### src/rtl/seg7_pkg.sv
// rtl/seg7_pkg.sv - seven-segment pattern constants and digit code type
//
// Segment order {a,b,c,d,e,f,g}: bit 6 = a, active high.

package seg7_pkg;

    typedef logic [3:0] digit_code_t;

    localparam digit_code_t BLANK_CODE = 4'hF;

    localparam logic [6:0] SEG_PAT_0     = 7'b1111110;
    localparam logic [6:0] SEG_PAT_1     = 7'b0110000;
    localparam logic [6:0] SEG_PAT_2     = 7'b1101101;
    localparam logic [6:0] SEG_PAT_3     = 7'b1111001;
    localparam logic [6:0] SEG_PAT_4     = 7'b0110011;
    localparam logic [6:0] SEG_PAT_5     = 7'b1011011;
    localparam logic [6:0] SEG_PAT_6     = 7'b1011111;
    localparam logic [6:0] SEG_PAT_7     = 7'b1110000;
    localparam logic [6:0] SEG_PAT_8     = 7'b1111111;
    localparam logic [6:0] SEG_PAT_9     = 7'b1111011;
    localparam logic [6:0] SEG_PAT_BLANK = 7'b0000000;

endpackage

### src/rtl/seg7_pattern_decode.sv
// rtl/seg7_pattern_decode.sv - combinational 7-segment pattern to BCD decoder
//
// Ports:
//   seg   in  7  segment pattern {a..g}
//   code  out 4  decoded digit, BLANK_CODE for the all-off pattern
//   legal out 1  pattern is one of the ten digits or blank

module seg7_pattern_decode
    import seg7_pkg::*;
(
    input  logic [6:0] seg,
    output logic [3:0] code,
    output logic       legal
);

    always_comb begin
        code  = BLANK_CODE;
        legal = 1'b1;
        case (seg)
            SEG_PAT_0:     code = 4'd0;
            SEG_PAT_1:     code = 4'd1;
            SEG_PAT_2:     code = 4'd2;
            SEG_PAT_3:     code = 4'd3;
            SEG_PAT_4:     code = 4'd4;
            SEG_PAT_5:     code = 4'd5;
            SEG_PAT_6:     code = 4'd6;
            SEG_PAT_7:     code = 4'd7;
            SEG_PAT_8:     code = 4'd8;
            SEG_PAT_9:     code = 4'd9;
            SEG_PAT_BLANK: code = BLANK_CODE;
            default:       legal = 1'b0;
        endcase
    end

endmodule

### src/rtl/seg7_scan_reader.sv
// rtl/seg7_scan_reader.sv - recovers debounced BCD digits from a scanned 7-seg bus
//
// Ports:
//   clk, rst_n    clock, asynchronous active-low reset
//   seg_in        7          shared segment lines {a..g}
//   dig_sel       NUM_DIGITS one-hot digit selects
//   bcd_out       4*NUM_DIGITS committed codes, digit i at [4i+3:4i]
//   digit_valid   NUM_DIGITS digit i has committed since reset
//   frame_valid   1          all digits valid
//   update        1          pulse when a committed code changes
//   pattern_err   1          pulse when an accepted sample is not a legal pattern
//   sel_err       1          pulse when more than one select is set

module seg7_scan_reader
    import seg7_pkg::*;
#(
    parameter int NUM_DIGITS   = 4,
    parameter int MIN_ON       = 2,
    parameter int STABLE_SCANS = 3
) (
    input  logic                    clk,
    input  logic                    rst_n,
    input  logic [6:0]              seg_in,
    input  logic [NUM_DIGITS-1:0]   dig_sel,
    output logic [4*NUM_DIGITS-1:0] bcd_out,
    output logic [NUM_DIGITS-1:0]   digit_valid,
    output logic                    frame_valid,
    output logic                    update,
    output logic                    pattern_err,
    output logic                    sel_err
);

    localparam int IDX_W = (NUM_DIGITS > 1) ? $clog2(NUM_DIGITS) : 1;
    localparam int ON_W  = $clog2(MIN_ON + 1);
    localparam logic [ON_W-1:0] ON_SAT    = ON_W'(MIN_ON);
    localparam logic [3:0]      MATCH_SAT = 4'(STABLE_SCANS);

    typedef enum logic {S_IDLE, S_ON} scan_state_t;

    logic [6:0]            seg_q;
    logic [NUM_DIGITS-1:0] sel_q;

    scan_state_t           state;
    logic [IDX_W-1:0]      cur_idx;
    logic [ON_W-1:0]       on_cnt;
    logic [6:0]            held_seg;

    logic                  sel_err_r;
    logic                  pattern_err_r;
    logic                  update_r;

    logic                  sel_multi;
    logic                  sel_one;
    logic [IDX_W-1:0]      sel_idx;
    logic                  close_fire;
    logic                  close_ok;
    digit_code_t           dec_code;
    logic                  dec_legal;
    logic [NUM_DIGITS-1:0] commit_vec;

    always_ff @(posedge clk or negedge rst_n) begin
        if (!rst_n) begin
            seg_q <= '0;
            sel_q <= '0;
        end else begin
            seg_q <= seg_in;
            sel_q <= dig_sel;
        end
    end

    // x & (x-1) clears the lowest set bit; anything left means two or more bits.
    assign sel_multi = |(sel_q & (sel_q - NUM_DIGITS'(1)));
    assign sel_one   = (sel_q != '0) && !sel_multi;

    always_comb begin
        sel_idx = '0;
        for (int k = 0; k < NUM_DIGITS; k++) begin
            if (sel_q[k]) sel_idx = IDX_W'(k);
        end
    end

    // A window closes when its select drops or moves to another digit;
    // a multi-select aborts it instead, so no close is raised then.
    assign close_fire = (state == S_ON) && !sel_multi &&
                        ((sel_q == '0) || (sel_one && (sel_idx != cur_idx)));
    assign close_ok   = close_fire && (on_cnt >= ON_SAT);

    seg7_pattern_decode u_decode (
        .seg   (held_seg),
        .code  (dec_code),
        .legal (dec_legal)
    );

    // The cycle that opens a window already counts as one on-cycle, so
    // on_cnt equals the number of cycles the select was seen active.
    always_ff @(posedge clk or negedge rst_n) begin
        if (!rst_n) begin
            state         <= S_IDLE;
            cur_idx       <= '0;
            on_cnt        <= '0;
            held_seg      <= '0;
            sel_err_r     <= 1'b0;
            pattern_err_r <= 1'b0;
            update_r      <= 1'b0;
        end else begin
            sel_err_r     <= sel_multi;
            pattern_err_r <= close_ok && !dec_legal;
            update_r      <= |commit_vec;
            if (sel_multi) begin
                state <= S_IDLE;
            end else begin
                case (state)
                    S_IDLE: begin
                        if (sel_one) begin
                            state    <= S_ON;
                            cur_idx  <= sel_idx;
                            on_cnt   <= ON_W'(1);
                            held_seg <= seg_q;
                        end
                    end
                    S_ON: begin
                        if (sel_q == '0) begin
                            state <= S_IDLE;
                        end else if (sel_idx != cur_idx) begin
                            cur_idx  <= sel_idx;
                            on_cnt   <= ON_W'(1);
                            held_seg <= seg_q;
                        end else begin
                            held_seg <= seg_q;
                            if (on_cnt != ON_SAT) on_cnt <= on_cnt + ON_W'(1);
                        end
                    end
                    default: state <= S_IDLE;
                endcase
            end
        end
    end

    for (genvar i = 0; i < NUM_DIGITS; i++) begin : g_digit
        logic [3:0] cand_r;
        logic [3:0] match_r;
        logic [3:0] code_r;
        logic       valid_r;
        logic       hit;
        logic       commit;

        assign hit    = close_ok && (cur_idx == IDX_W'(i));
        // Once committed, cand_r == code_r keeps a saturated count from re-firing.
        assign commit = (match_r == MATCH_SAT) && (!valid_r || (cand_r != code_r));

        always_ff @(posedge clk or negedge rst_n) begin
            if (!rst_n) begin
                cand_r  <= BLANK_CODE;
                match_r <= '0;
                code_r  <= BLANK_CODE;
                valid_r <= 1'b0;
            end else begin
                if (hit) begin
                    if (dec_legal) begin
                        if (dec_code == cand_r) begin
                            if (match_r != MATCH_SAT) match_r <= match_r + 4'd1;
                        end else begin
                            cand_r  <= dec_code;
                            match_r <= 4'd1;
                        end
                    end else begin
                        match_r <= '0;
                    end
                end
                if (commit) begin
                    code_r  <= cand_r;
                    valid_r <= 1'b1;
                end
            end
        end

        assign bcd_out[4*i +: 4] = code_r;
        assign digit_valid[i]    = valid_r;
        assign commit_vec[i]     = commit;
    end

    assign frame_valid = &digit_valid;
    assign update      = update_r;
    assign pattern_err = pattern_err_r;
    assign sel_err     = sel_err_r;

endmodule

### config.mk
export PLATFORM = sky130hd
export DESIGN_NAME = seg7_scan_reader
export DESIGN_NICKNAME = d
export VERILOG_FILES = /design/src/rtl/seg7_pkg.sv /design/src/rtl/seg7_pattern_decode.sv /design/src/rtl/seg7_scan_reader.sv
export SDC_FILE = /design/constraint.sdc
export NUM_CORES = 1
export LEC_CHECK = 0
export ABC_AREA = 1
export CAP_MARGIN = 20
export CORE_ASPECT_RATIO = 1.2
export CORE_MARGIN = 5
export CORE_UTILIZATION = 48
export CTS_BUF_LIST = sky130_fd_sc_hd__clkbuf_2 sky130_fd_sc_hd__clkbuf_4 sky130_fd_sc_hd__clkbuf_8
export CTS_CLUSTER_SIZE = 16
export DETAILED_ROUTE_END_ITERATION = 16
export HOLD_SLACK_MARGIN = 0.06
export PLACE_DENSITY = 0.72
export REMOVE_ABC_BUFFERS = 1
export SLEW_MARGIN = 20
export SYNTH_ARGS = -nofsm -noshare
export SYNTH_HDL_FRONTEND = slang
export SYNTH_SLANG_ARGS = --single-unit
### constraint.sdc
create_clock -name clk -period 1.8 [get_ports clk]
set_input_delay 0.27 -clock clk [delete_from_list [all_inputs] [get_ports clk]]
set_output_delay 0.27 -clock clk [all_outputs]
set_load 0.1 [all_outputs]
==> results.toml <==
[pwr]
finalPower_uw = 4010
vdd_ir_drop_max_mv = 0.5913
switching_share = 0.2960
cellLeakagePower_uw = 0.002583
clkPwrFrac = 0.341
seq_power_share = 0.477
switching_power_uw = 1187
cellPowerDensity_nw_per_um2 = 684.9
p_int_uw = 2823
power_frac_comb = 0.182

[worst_setup_path]
worst_ep_required_time_ns = 2.07
worstPathMaxFanout = 7
start_kind = "register"
crit_type = "register to register"
end_kind = "register"
worstPathArrival_ns = 2.36

[floorplan]
io_pins = 37
initial_utilization = 0.4868
rows = 37
die_y_um = 111.5
die_area_um2 = 10550
die_x_um = 94.62
coreArea_um2 = 8472

[yosys]
ys_seq_area_frac = 0.4830
syn_inst = 502
syn_avg_cell_area_um2 = 8.215
ys_async_sr_fraction = 1.000
ys_warn_count = 0
synthFlopType = "dfrtp_1"
synth-edff-count = 0
synth_seq_cells = 78
netlist_area_um2 = 4124
synth.distinct_cells = 36

[timing]
fin_tns_setup_ns = -7.214
finClkSkew_ns = 0.01478
post-route-period-util = 1.165
whs_ns = 0.3332
setup_violations = 33
tightestPinTransition_ns = 0.4189
fmax_mhz = 477.0
setup_ws_ns = -0.2964
period_needed_ns = 2.096
finalHoldViolations = 0
rsz0062_at_grt = "true"
drv_slew = 0
maxSlewHeadroom = 0.7207

[placement]
hpwl_um = 6976
post-place-ws_ns = -0.3398
placement.io_buffers = 36
dpl-instance-area_um2 = 5035
gp_congestion = 0.8739

[route]
viasPerCell = 5.124
dr.pass1.iters = 4
routedWlPerCell_um = 14.50
remaining_drc_errors = 0
vias = 3643
drt_iter0_drc = 249
drt-total-wl_um = 10310
drtAntennaViolNets = 0

[global_route]
grt_pass1_wl_um = 16770
antenna_found_initial = 0
grt_max_degree = 48
grtUsageTotal = 0.1990
grtUsageMet2 = 0.3471
grtUsageMet1 = 0.2354
grt.busiest_layer = "met2"
grt_overflow_total = 0
grt_pass1_vias = 3652
use_met3 = 0.04865

[clock_network]
clk_latency_ns = 0.37
path_clk_slew_ns = 0.08
cts_sinks = 78
numCtsBuffers = 9
cts_tree = "built"
clockBufferDepth = 2
htreeDepth = 3
cts.root.buffer_cell = "clkbuf_8"

[finish]
antenna-diode-count = 0
final_common_cell = "nand2_1"
nets = 607
final_cell_mix = "nand2_1, inv_1, nand2_2, buf_4, dfrtp_1"
area_growth_pct = 41.96
nFillCells = 613
drive_gt1_frac = 0.4394
stdcell_area_um2 = 5854

[outcome]
violations = "setup timing"
outcome = "finished, violations left"

[hold_path]
holdCritPathClass = "input port to register"

[run]
drv_cap = 0
[metal layers]
layer	wire, µm	vias up
met1	4121	1748
met4	191	0
met3	431	17
met5	0	-
met2	5562	81
li1	-	1797
[state kept, by name (all words and copies together) (netlist names)]
name and cells:
pattern_err 1, g_digit.cand_r 16, cur_idx 2, g_digit.match_r 16, state 1, update 1, on_cnt 2, sel_err 1
g_digit.code_r 16, held_seg 7, sel_q 4, seg_q 7, g_digit.valid_r 4
[cells in the mapped netlist, drive strengths merged (2+ instances only)]
cell type / number / area share
nand2: 169 / 0.16
inv: 53 / 0.049
nand3: 50 / 0.071
dfrtp: 46 / 0.28
nor2: 45 / 0.052
o21ai: 37 / 0.045
dfstp: 32 / 0.20
nand4: 11 / 0.017
xor2: 11 / 0.023
a21oi: 9 / 0.011
buf: 6 / 0.013
ha: 5 / 0.015
xnor2: 5 / 0.011
nor3: 4 / 0.016
o22ai: 4 / 0.0061
or2: 3 / 0.0046
a211oi: 2 / 0.0036
nor4: 2 / 0.0030
o2111ai: 2 / 0.0042
[cell type report]
type | instances | area [µm²] | area share
clock buffer | 12 | 152.6 | 0.02607
clock inverter | 4 | 47.55 | 0.008121
inverter | 53 | 206.4 | 0.03526
multi-input combinational | 364 | 2344 | 0.4003
sequential | 78 | 1999 | 0.3415
tap | 117 | 146.4 | 0.02501
timing repair buffer | 83 | 958.4 | 0.1637
[critical path, cell delays in order, from the launching register on]
cell     delay (ns)
dfrtp_1        0.43
buf_6          0.14
nor2_4         0.19
nand3_2        0.13
nand2_4        0.11
nor2_1         0.07
nand2_2        0.17
nand2_2        0.07
nand2_2        0.07
nand3_2        0.10
nor2_4         0.21
nand3_4        0.13
nand3_1        0.13
nand2_2        0.05
[worst paths after layout]
path	from	endpoint	slack [ns]	cells after the start
hold reg to reg	seg_q[5]	held_seg[5]	0.45	2
min in group asynchronous	rst_n	g_digit[0].valid_r	0.38	2
max in group asynchronous	rst_n	g_digit[1].code_r[2]	0.78	3
setup reg to reg	held_seg[2]	g_digit[0].match_r[3]	-0.30	13
hold / removal	seg_in[3]	seg_q[3]	0.33	1
setup / recovery	held_seg[2]	g_digit[0].match_r[3]	-0.30	13
[logic make-up after synthesis]
family,Yosys count,synth area share
DFF,78,0.4830
muxes,1,0.002730
adders and majority gates,5,0.01517
xor gates and xnor gates,16,0.03398
AOI/OAI and AO/OA,56,0.07342
buffers and inverters,60,0.06250
and+or+nand+nor,286,0.3292
[power by group through the flow]
| stage | Combinational [µW] | Sequential, µW | Clock [µW] |
|---|---|---|---|
| detailed placement | 564 | 1910 | 0 |
| global placement | 543 | 1910 | 0 |
| finish | 729 | 1910 | 1370 |
| floorplan | 284 | 1930 | 0 |
| CTS | 619 | 1890 | 1390 |
| global route | 795 | 1920 | 1460 |
[timing repair]
item / CTS / global route
pin swaps: 18 / 52
gates resized for setup: 43 / 102
buffers inserted: 6 / 8
hold buffers: 1 / 0
endpoints found under the hold margin: 16 / 0
endpoints found under the setup margin: 34 / 38
[through the flow]
step             util  cells
6_report       0.6910    711
3_5_place_dp   0.5943    681
5_1_grt        0.6910    711
3_3_place_gp   0.5943    681
4_1_cts        0.6432    704
2_1_floorplan       -    495
No activity file was read; power rests on OpenSTA's default activity.
